--- config.mk ---
export PLATFORM = sky130hd
export DESIGN_NAME = mem_access_unit
export DESIGN_NICKNAME = d
export VERILOG_FILES = /design/src/rtl/mem_access_unit_pkg.sv /design/src/rtl/mem_lane_align.sv /design/src/rtl/mem_access_unit.sv
export SDC_FILE = /design/constraint.sdc
export NUM_CORES = 1
export LEC_CHECK = 0
export ABC_CLOCK_PERIOD_IN_PS = 4800
export CAP_MARGIN = 20
export CORE_UTILIZATION = 51
export CTS_BUF_LIST = sky130_fd_sc_hd__clkbuf_4 sky130_fd_sc_hd__clkbuf_8
export DETAILED_ROUTE_END_ITERATION = 8
export MAX_ROUTING_LAYER = met4
export PLACE_DENSITY = 0.95
export SLEW_MARGIN = 30
export SYNTH_ARGS = -nofsm -noshare
export SYNTH_HDL_FRONTEND = slang
export SYNTH_SLANG_ARGS = --single-unit
--- constraint.sdc ---
create_clock -name clk -period 4.8 [get_ports clk]
set_clock_uncertainty 0.05 [all_clocks]
set_input_delay 0.72 -clock clk [delete_from_list [all_inputs] [get_ports clk]]
set_output_delay 0.72 -clock clk [all_outputs]
set_load 0.05 [all_outputs]
--- src/rtl/mem_access_unit_pkg.sv ---
// Shared types for the memory stage: the execute-stage bundle, the access FSM states and lane helpers.
package mem_access_unit_pkg;

    localparam int ALU_DATA_W = 16;
    localparam int ALU_ADDR_W = 16;

    typedef struct packed {
        logic [1:0]            mem_read;
        logic [1:0]            mem_write;
        logic [ALU_ADDR_W-1:0] mem_addr;
        logic [ALU_DATA_W-1:0] data_out;
        logic [3:0]            rd;
        logic                  reg_write;
    } alu_signals;

    typedef enum logic [1:0] {IDLE, BEAT0, BEAT1} mem_state_e;

    // Bit position of the low end of byte lane 'lane' within a data_w-wide word.
    function automatic int lane_lsb(input int lane, input int data_w, input logic big);
        return big ? (data_w - 8 - 8 * lane) : (8 * lane);
    endfunction

    // Byte-enable for one lane: one-hot for bytes, full for unsplit words, upper/lower part per beat when split.
    function automatic logic lane_en(input int lane, input int off, input logic word,
                                     input logic split, input logic beat);
        if (!word)  return lane == off;
        if (!split) return 1'b1;
        return beat ? (lane < off) : (lane >= off);
    endfunction

endpackage

--- src/rtl/mem_lane_align.sv ---
// Combinational lane steering: byte select/extend, store replicate/rotate, byte enables, split-read merge.
module mem_lane_align
    import mem_access_unit_pkg::*;
#(
    parameter int DATA_W     = 16,
    parameter bit BIG_ENDIAN = 1'b1,
    localparam int BYTES     = DATA_W / 8,
    localparam int LG        = $clog2(BYTES)
) (
    input  logic              is_word,
    input  logic              split,
    input  logic              beat,
    input  logic [LG-1:0]     offset,
    input  logic [DATA_W-1:0] wr_data,
    input  logic [DATA_W-1:0] rd_data,
    input  logic [DATA_W-1:0] stage,
    output logic [BYTES-1:0]  be,
    output logic [DATA_W-1:0] wdata,
    output logic [DATA_W-1:0] rdata
);

    logic [DATA_W-1:0] merged;
    logic [DATA_W-1:0] byte_rd;
    int                off;
    int                src;

    always_comb begin
        be      = '0;
        wdata   = wr_data;
        merged  = '0;
        byte_rd = '0;
        off     = int'(offset);
        src     = 0;
        for (int l = 0; l < BYTES; l++) begin
            be[l] = lane_en(l, off, is_word, split, beat);
            if (!is_word)
                wdata[lane_lsb(l, DATA_W, BIG_ENDIAN) +: 8] = wr_data[7:0];
            else if (split)
                wdata[lane_lsb(l, DATA_W, BIG_ENDIAN) +: 8] =
                    wr_data[lane_lsb((l + BYTES - off) % BYTES, DATA_W, BIG_ENDIAN) +: 8];
            // Word byte l sits at lane l+off: in the staged first beat, or wrapped into the second.
            src = l + off;
            if (src < BYTES)
                merged[lane_lsb(l, DATA_W, BIG_ENDIAN) +: 8] = stage[lane_lsb(src, DATA_W, BIG_ENDIAN) +: 8];
            else
                merged[lane_lsb(l, DATA_W, BIG_ENDIAN) +: 8] = rd_data[lane_lsb(src - BYTES, DATA_W, BIG_ENDIAN) +: 8];
        end
        byte_rd[7:0] = rd_data[lane_lsb(off, DATA_W, BIG_ENDIAN) +: 8];
        rdata = !is_word ? byte_rd : (split ? merged : rd_data);
    end

endmodule

--- src/rtl/mem_access_unit.sv ---
// Memory stage: non-memory ops pass in 1 cycle; loads/stores take 1 + one per beat + bus waits, stall_o held meanwhile.
// Optional MEM_UNALIGNED_EN splits misaligned words into two beats; otherwise they run aligned and flag misalign_o.
module mem_access_unit
    import mem_access_unit_pkg::*;
#(
    parameter int DATA_W     = ALU_DATA_W,
    parameter int ADDR_W     = ALU_ADDR_W,
    parameter bit BIG_ENDIAN = 1'b1
) (
    input  logic                 clk,
    input  logic                 rst,
    input  logic                 en,
    input  alu_signals           ctrl_i,
    output logic [ADDR_W-1:0]    mem_addr_o,
    output logic                 mem_re_o,
    output logic                 mem_we_o,
    output logic [DATA_W/8-1:0]  mem_be_o,
    output logic [DATA_W-1:0]    mem_data_o,
    input  logic [DATA_W-1:0]    mem_data_i,
    input  logic                 mem_ready_i,
    output logic                 stall_o,
    output alu_signals           ctrl_o,
    output logic                 valid_o,
    output logic                 misalign_o
);

    localparam int BYTES = DATA_W / 8;
    localparam int LG    = $clog2(BYTES);

    mem_state_e        state, state_nxt;
    alu_signals        req, result;
    logic              ctrl_mem, req_read, req_word, req_misal, split, complete;
    logic [LG-1:0]     offset;
    logic [ADDR_W-1:0] base;
    logic [DATA_W-1:0] stage, lane_wdata, lane_rdata;
    logic [BYTES-1:0]  lane_be;

    assign ctrl_mem  = ctrl_i.mem_read[0] | ctrl_i.mem_write[0];
    assign req_read  = req.mem_read[0];
    assign req_word  = req_read ? req.mem_read[1] : req.mem_write[1];
    assign offset    = req.mem_addr[LG-1:0];
    assign base      = {req.mem_addr[ADDR_W-1:LG], {LG{1'b0}}};
    assign req_misal = req_word && (offset != '0);
    assign complete  = mem_ready_i && ((state == BEAT0 && !split) || state == BEAT1);

`ifdef MEM_UNALIGNED_EN
    assign split = req_misal;

    always_ff @(posedge clk or posedge rst) begin
        if (rst)
            stage <= '0;
        else if (state == BEAT0 && mem_ready_i && split)
            stage <= mem_data_i;
    end
`else
    assign split = 1'b0;
    assign stage = '0;
`endif

    mem_lane_align #(.DATA_W(DATA_W), .BIG_ENDIAN(BIG_ENDIAN)) u_align (
        .is_word (req_word),
        .split   (split),
        .beat    (state == BEAT1),
        .offset  (offset),
        .wr_data (req.data_out),
        .rd_data (mem_data_i),
        .stage   (stage),
        .be      (lane_be),
        .wdata   (lane_wdata),
        .rdata   (lane_rdata)
    );

    always_ff @(posedge clk or posedge rst) begin
        if (rst)
            state <= IDLE;
        else
            state <= state_nxt;
    end

    always_comb begin
        state_nxt = state;
        case (state)
            IDLE:  if (en && ctrl_mem) state_nxt = BEAT0;
            BEAT0: if (mem_ready_i)    state_nxt = split ? BEAT1 : IDLE;
`ifdef MEM_UNALIGNED_EN
            BEAT1: if (mem_ready_i)    state_nxt = IDLE;
`endif
            default:                   state_nxt = IDLE;
        endcase
    end

    // Bus side decodes only registered state and request, so a reset drops the request at once.
    always_comb begin
        mem_re_o   = 1'b0;
        mem_we_o   = 1'b0;
        mem_addr_o = '0;
        mem_be_o   = '0;
        mem_data_o = '0;
        stall_o    = (state != IDLE);
        if (state != IDLE) begin
            mem_re_o   = req_read;
            mem_we_o   = !req_read && req.mem_write[0];
            mem_addr_o = (state == BEAT1) ? base + ADDR_W'(BYTES) : base;
            mem_be_o   = lane_be;
            mem_data_o = req_read ? '0 : lane_wdata;
        end
        result = req;
        if (req_read)
            result.data_out = lane_rdata;
    end

    always_ff @(posedge clk or posedge rst) begin
        if (rst) begin
            req        <= '0;
            ctrl_o     <= '0;
            valid_o    <= 1'b0;
            misalign_o <= 1'b0;
        end else begin
            valid_o    <= 1'b0;
            misalign_o <= 1'b0;
            if (state == IDLE && en) begin
                if (ctrl_mem) begin
                    req <= ctrl_i;
                end else begin
                    ctrl_o  <= ctrl_i;
                    valid_o <= 1'b1;
                end
            end else if (complete) begin
                ctrl_o     <= result;
                valid_o    <= 1'b1;
                misalign_o <= req_misal & ~split;
            end
        end
    end

endmodule

# After elaboration in Yosys (flattened, before gate mapping)
# Index checks and enable logic that the tools add are counted.
[classes]
bitwise = 2
n_addsub = 2
n_eq_ne = 5
mux = 29
reduce_logical = 13
magnitude_cmp = 2
shift = 1
[ops]
columns = ["operator", "count"]
rows = [
  ["$mux W41", 3],
  ["$mux W16", 6],
  ["$shiftx A16 B32 Y8", 1],
  ["$add A16 B2 Y16 const B", 1],
  ["$mux W1", 15],
  ["$mux W8", 1],
  ["$mux W2", 3],
  ["$ne A2 B2 Y1 const B", 3],
  ["$reduce_and A2 Y1", 3],
  ["$logic_and A1 B1 Y1", 5],
  ["$sub A4 B4 Y5 const A", 1],
  ["$pmux W2 S2", 1],
  ["$reduce_bool A2 Y1", 2],
  ["$eq A2 B1 Y1 const B", 1],
  ["$eq A2 B2 Y1 const B", 1],
  ["$logic_not A2 Y1", 1],
  ["$ge A1 B1 Y1 const A", 1],
  ["$logic_not A1 Y1", 1],
  ["$logic_or A1 B1 Y1", 1],
  ["$lt A1 B1 Y1 const A", 1],
  ["$not A1 Y1", 1],
  ["$or A1 B1 Y1", 1],
]
[totals]
word_cells = 69
regBits = 86
inputBits = 61
out_inout_bits = 80

# Longest topological paths before layout
[logic_depth]
ltp_word = 6
ltp_mapped = 7
mapped_depth_nobuf = 4

# By module
# From an unflattened synthesis, not the netlist that was laid out.
[hier_totals]
hier_cells = 388
area_unflattened_um2 = 5102.4
[modules_own_cells]
columns = ["mod", "seq_area_each_um2", "cells_each", "area_each_um2", "n_inst"]
rows = [
  ["mem_access_unit", 2127.0, 290, 4301.6, 1],
  ["mem_lane_align", 0.0, 98, 800.8, 1],
]

# Worst setup path before layout
# No wires, ideal clock.
[synth_path]
kind = "register -> output"
startpoint = "register state[0]"
endpoint = "output port mem_data_o[10]"
stages_incl_launch_ff = 5
t_arrival_ns = 1.876
path_slack_ns = 2.154
required_ns = 4.030
n_path_buf = 2
cell_sequence = "dfrtp_1 buf_2 nand2b_1 clkbuf_1 nor2_1"
[synth_via]
elab_chain_cells = 2
[synth_lines]
columns = ["element", "line_no", "rtl"]
rows = [
  ["start, declared", "mem_access_unit.sv:30", "mem_state_e state, state_nxt;"],
  ["start signal, assigned", "mem_access_unit.sv:77", "state <= state_nxt;"],
  ["$reduce_bool A2 Y1", "mem_access_unit.sv:100", "if (state != IDLE) begin"],
  ["$mux W16", "mem_access_unit.sv:100", ""],
  ["end, declared", "mem_access_unit.sv:18", "output logic [DATA_W-1:0] mem_data_o,"],
]
# Every way passes these cells.

# Worst setup path in the final report
[layout_path]
startpoint = "register req[40] (netlist name)"
endpoint = "output port mem_be_o[0]"
[layout_via]
elab_chain_cells = 3
[layout_lines]
columns = ["element", "line_no", "rtl"]
rows = [
  ["start, declared", "mem_access_unit.sv:31", "alu_signals req, result;"],
  ["start signal, assigned", "mem_access_unit.sv:123", "req <= ctrl_i;"],
  ["$mux W1", "mem_access_unit.sv:40", "assign req_word = req_read ? req.mem_read[1] : req.mem_write[1];"],
  ["$mux W1", "mem_access_unit_pkg.sv:27", "if (!split) return 1'b1;"],
  ["$mux W2", "mem_access_unit.sv:100", ""],
  ["end, declared", "mem_access_unit.sv:17", "output logic [DATA_W/8-1:0] mem_be_o,"],
]
# Every way passes these cells.

==> metrics.md <==
| Metric | Value |
|---|---|
| Clock power frac | 0.157 |
| Flop pwr share | 0.346 |
| Tot GR Track Use | 0.2951 |
| Kind of end point of the critical path | output port |
| Pin count of the biggest net entering global routing | 56 |
| Power Density | 552.0 nW/um^2 |
| Clk_lat worst skew | 0.35 ns |
| CTS resizes | 0 |
| Vias per cell | 5.856 |
| Worst hold slack | 0.4544 ns |
| HPWL Detailed | 8467 um |
| PortBufs | 139 |
| Post-Synthesis Cells | 419 |
| Post-place setup slack | 1.517 ns |
| Worst setup SP type | register |
| FP Rows | 33 |
| Final min period | 3.373 ns |
| Crit path DAT | 2.60 ns |
| Die H | 93.91 um |
| Clock Sinks | 85 |
| Flop and latch count out of synthesis | 85 |
| Area of the multi-input gates | 1966 um^2 |
| Reg clk slew, reported paths | 0.08 ns |
| Core area | 8175 um^2 |
| Initial Util | 0.5269 |
| Max-cap violations | 0 |
| Fmax | 0.2964 GHz |
| Drt total wl | 12310 um |
| Register cell area after layout | 2127 um^2 |
| Mux cell area share after synthesis | 0.1525 |
| Seq/Total Area, Yosys | 0.4938 |
| Ant. Diodes | 0 |
| Pre-antenna DRT Iters | 6 |
| Layout cell share with drive strength beyond 1 | 0.1328 |
| Syn_nets | 480 |
| WP data required | 4.03 ns |
| Total gr overflow | 0 |
| Total power | 3.251 mW |
| Async set-reset flop share out of synthesis | 1.000 |
| Pleak | 2.387 nW |
| Post-synth EDFFs | 0 |
| Critical setup path kind | register to output port |
| Cell area after synthesis | 4308 um^2 |
| Max IR drop VDD | 0.2635 mV |
| Ys Warns | 0 |
| Outcome | completed |
| Critical Path Fanout Max | 27 |
| Least-Margin Pin Slew | 0.9294 ns |
| Post-CTS Setup Bufs | 0 |
| RSZ-0062 raised after global routing | no |
| Ports | 141 |
| Commonest non-fill, non-tap cell in the layout | clkdlybuf4s50_1 |
| Non-filler cells, final | 647 |
| Most used flip-flop cell after synthesis | dfrtp_1 |
| Switching portion of total power | 0.4456 |
| Final setup violation count | 0 |
| Placed instance count | 631 |
| Most frequent cells in the layout | clkdlybuf4s50_1, dfrtp_1, nand2_1, a31oi_1, mux2_2 |
| Synth Area in XOR/XNOR | 0 |
| Die ar. | 8818 um^2 |
| R2R Setup Slk | 2.30 ns |
| CTS tree | built |
| Root buffer cell | clkbuf_8 |
| Die width | 93.91 um |
| DRT antenna net count | 0 |
| Synth Area in Compound Gates | 0.09614 |
| Fin Setup TNS | 0 ns |
| Adder-cell share of the synthesized area | 0 |
| Post-Synth Simple-Gate Area | 0.2051 |
| Total net switching power | 1.449 mW |
| Wire per inst | 19.02 um |
| CTS Hold Bufs | 0 |
| Via count | 3789 |
| Layout fillers | 542 |
| H-tree depth | 3 |
| RePlAce Congestion | 0.8194 |
| Post-route setup slack | 1.427 ns |
| Area Overhead vs Synth | 36.71% |
| Clk buf depth | 2 |
| Worst Hold Class | register to register |
| Int Power | 1.803 mW |
| Initial DRC count | 311 |
| Final hold violations | 0 |
| Inserted Clock Buffers | 9 |
| Post-route clock period utilization | 0.7028 |
| Unique masters post-synth | 32 |
| Initial antenna violation count | 0 |
| Post-route DRC | 0 |
| Comb pwr share | 0.496 |
| First-pass GRT wire length | 19350 um |
| Final Slew Violations | 0 |
| Vias in the first global route | 3735 |
| Slew HR | 0.3791 |
| Synth Area per Inst | 10.28 um^2 |
| Final nets | 598 |
| Combinational family with the most area after synthesis | simple AND/OR/NAND/NOR gates |
-- sequential cells by signal, indices dropped and copies added, names as in the netlist --
register,count
ctrl_o,41
req,25
base,15
misalign_o,1
offset,1
state,1
valid_o,1
-- final cells by class --
type,count,share of cell area
Tap cell,105,0.02231
Clock buffer,12,0.02592
Inverter,5,0.003612
Timing Repair Buffer,146,0.2452
Multi-Input combinational cell,290,0.3338
Sequential cell,85,0.3612
Clock inverter,4,0.008073
-- metal layers --
layer,up-vias,share of wire,global-route usage
li1,1702,-,-
met1,1873,0.39,0.3638
met2,189,0.52,0.4994
met3,25,0.068,0.04207
met4,0,0.025,0.1000
met5,-,0,-
-- cell families after synthesis --
group | Yosys count
multiplexers | 56
flip-flops | 85
other | 1
AND/OR/NAND/NOR | 171
buffers and inverters | 44
AO/OA/AOI/OAI | 62
-- power by group through the flow --
stage          Sequential [mW]  Clock (mW)  Combinational, mW
2_1_floorplan             1.53           0              0.652
3_3_place_gp              1.12           0               1.57
3_5_place_dp              1.13           0               1.61
4_1_cts                   1.12       0.516               1.62
5_1_grt                   1.15       0.542               1.70
6_report                  1.13       0.511               1.61
-- Yosys cell counts (all sizes together) (2+ instances only) --
cell type | count | area (um^2)
inv | 5 | 18.76
a21oi | 2 | 10.01
a311o | 8 | 80.08
and2 | 26 | 162.7
a31oi | 39 | 244.0
buf | 21 | 136.4
a32o | 2 | 20.02
mux2 | 47 | 566.8
nor3 | 31 | 155.2
nor2 | 21 | 88.84
nand3 | 8 | 40.04
o21ai | 9 | 45.04
dfrtp | 85 | 2127
nor3b | 8 | 60.06
mux2i | 9 | 90.09
nand2b | 10 | 62.56
clkbuf | 18 | 67.56
nand2 | 57 | 214.0
or3b | 8 | 70.07
-- worst paths after layout --
check | from | endpoint | depth (start not counted)
max | req[40] | mem_be_o[0] | 3
min | ctrl_o[20] | ctrl_o[20] | 1
max reg2reg | state[0] | ctrl_o[14] | 6
min reg2reg | ctrl_o[20] | ctrl_o[20] | 1
max in group asynchronous | rst | base[2] | 3
min in group asynchronous | rst | base[8] | 2
-- critical path: stages, from the launching register on --
cell	delay, ns
dfrtp_1	0.87
mux2i_1	0.27
a21oi_1	0.28
clkdlybuf4s50_1	0.84
-- metrics by stage --
stage                     instance area (um^2)  utilization
final                                     5889       0.7204
after floorplan                           4308            -
after global placement                    5688       0.6957
after global routing                      5889       0.7204
after CTS                                 5888       0.7202
after detailed placement                  5688       0.6957
(Power assumes the default switching activity.)
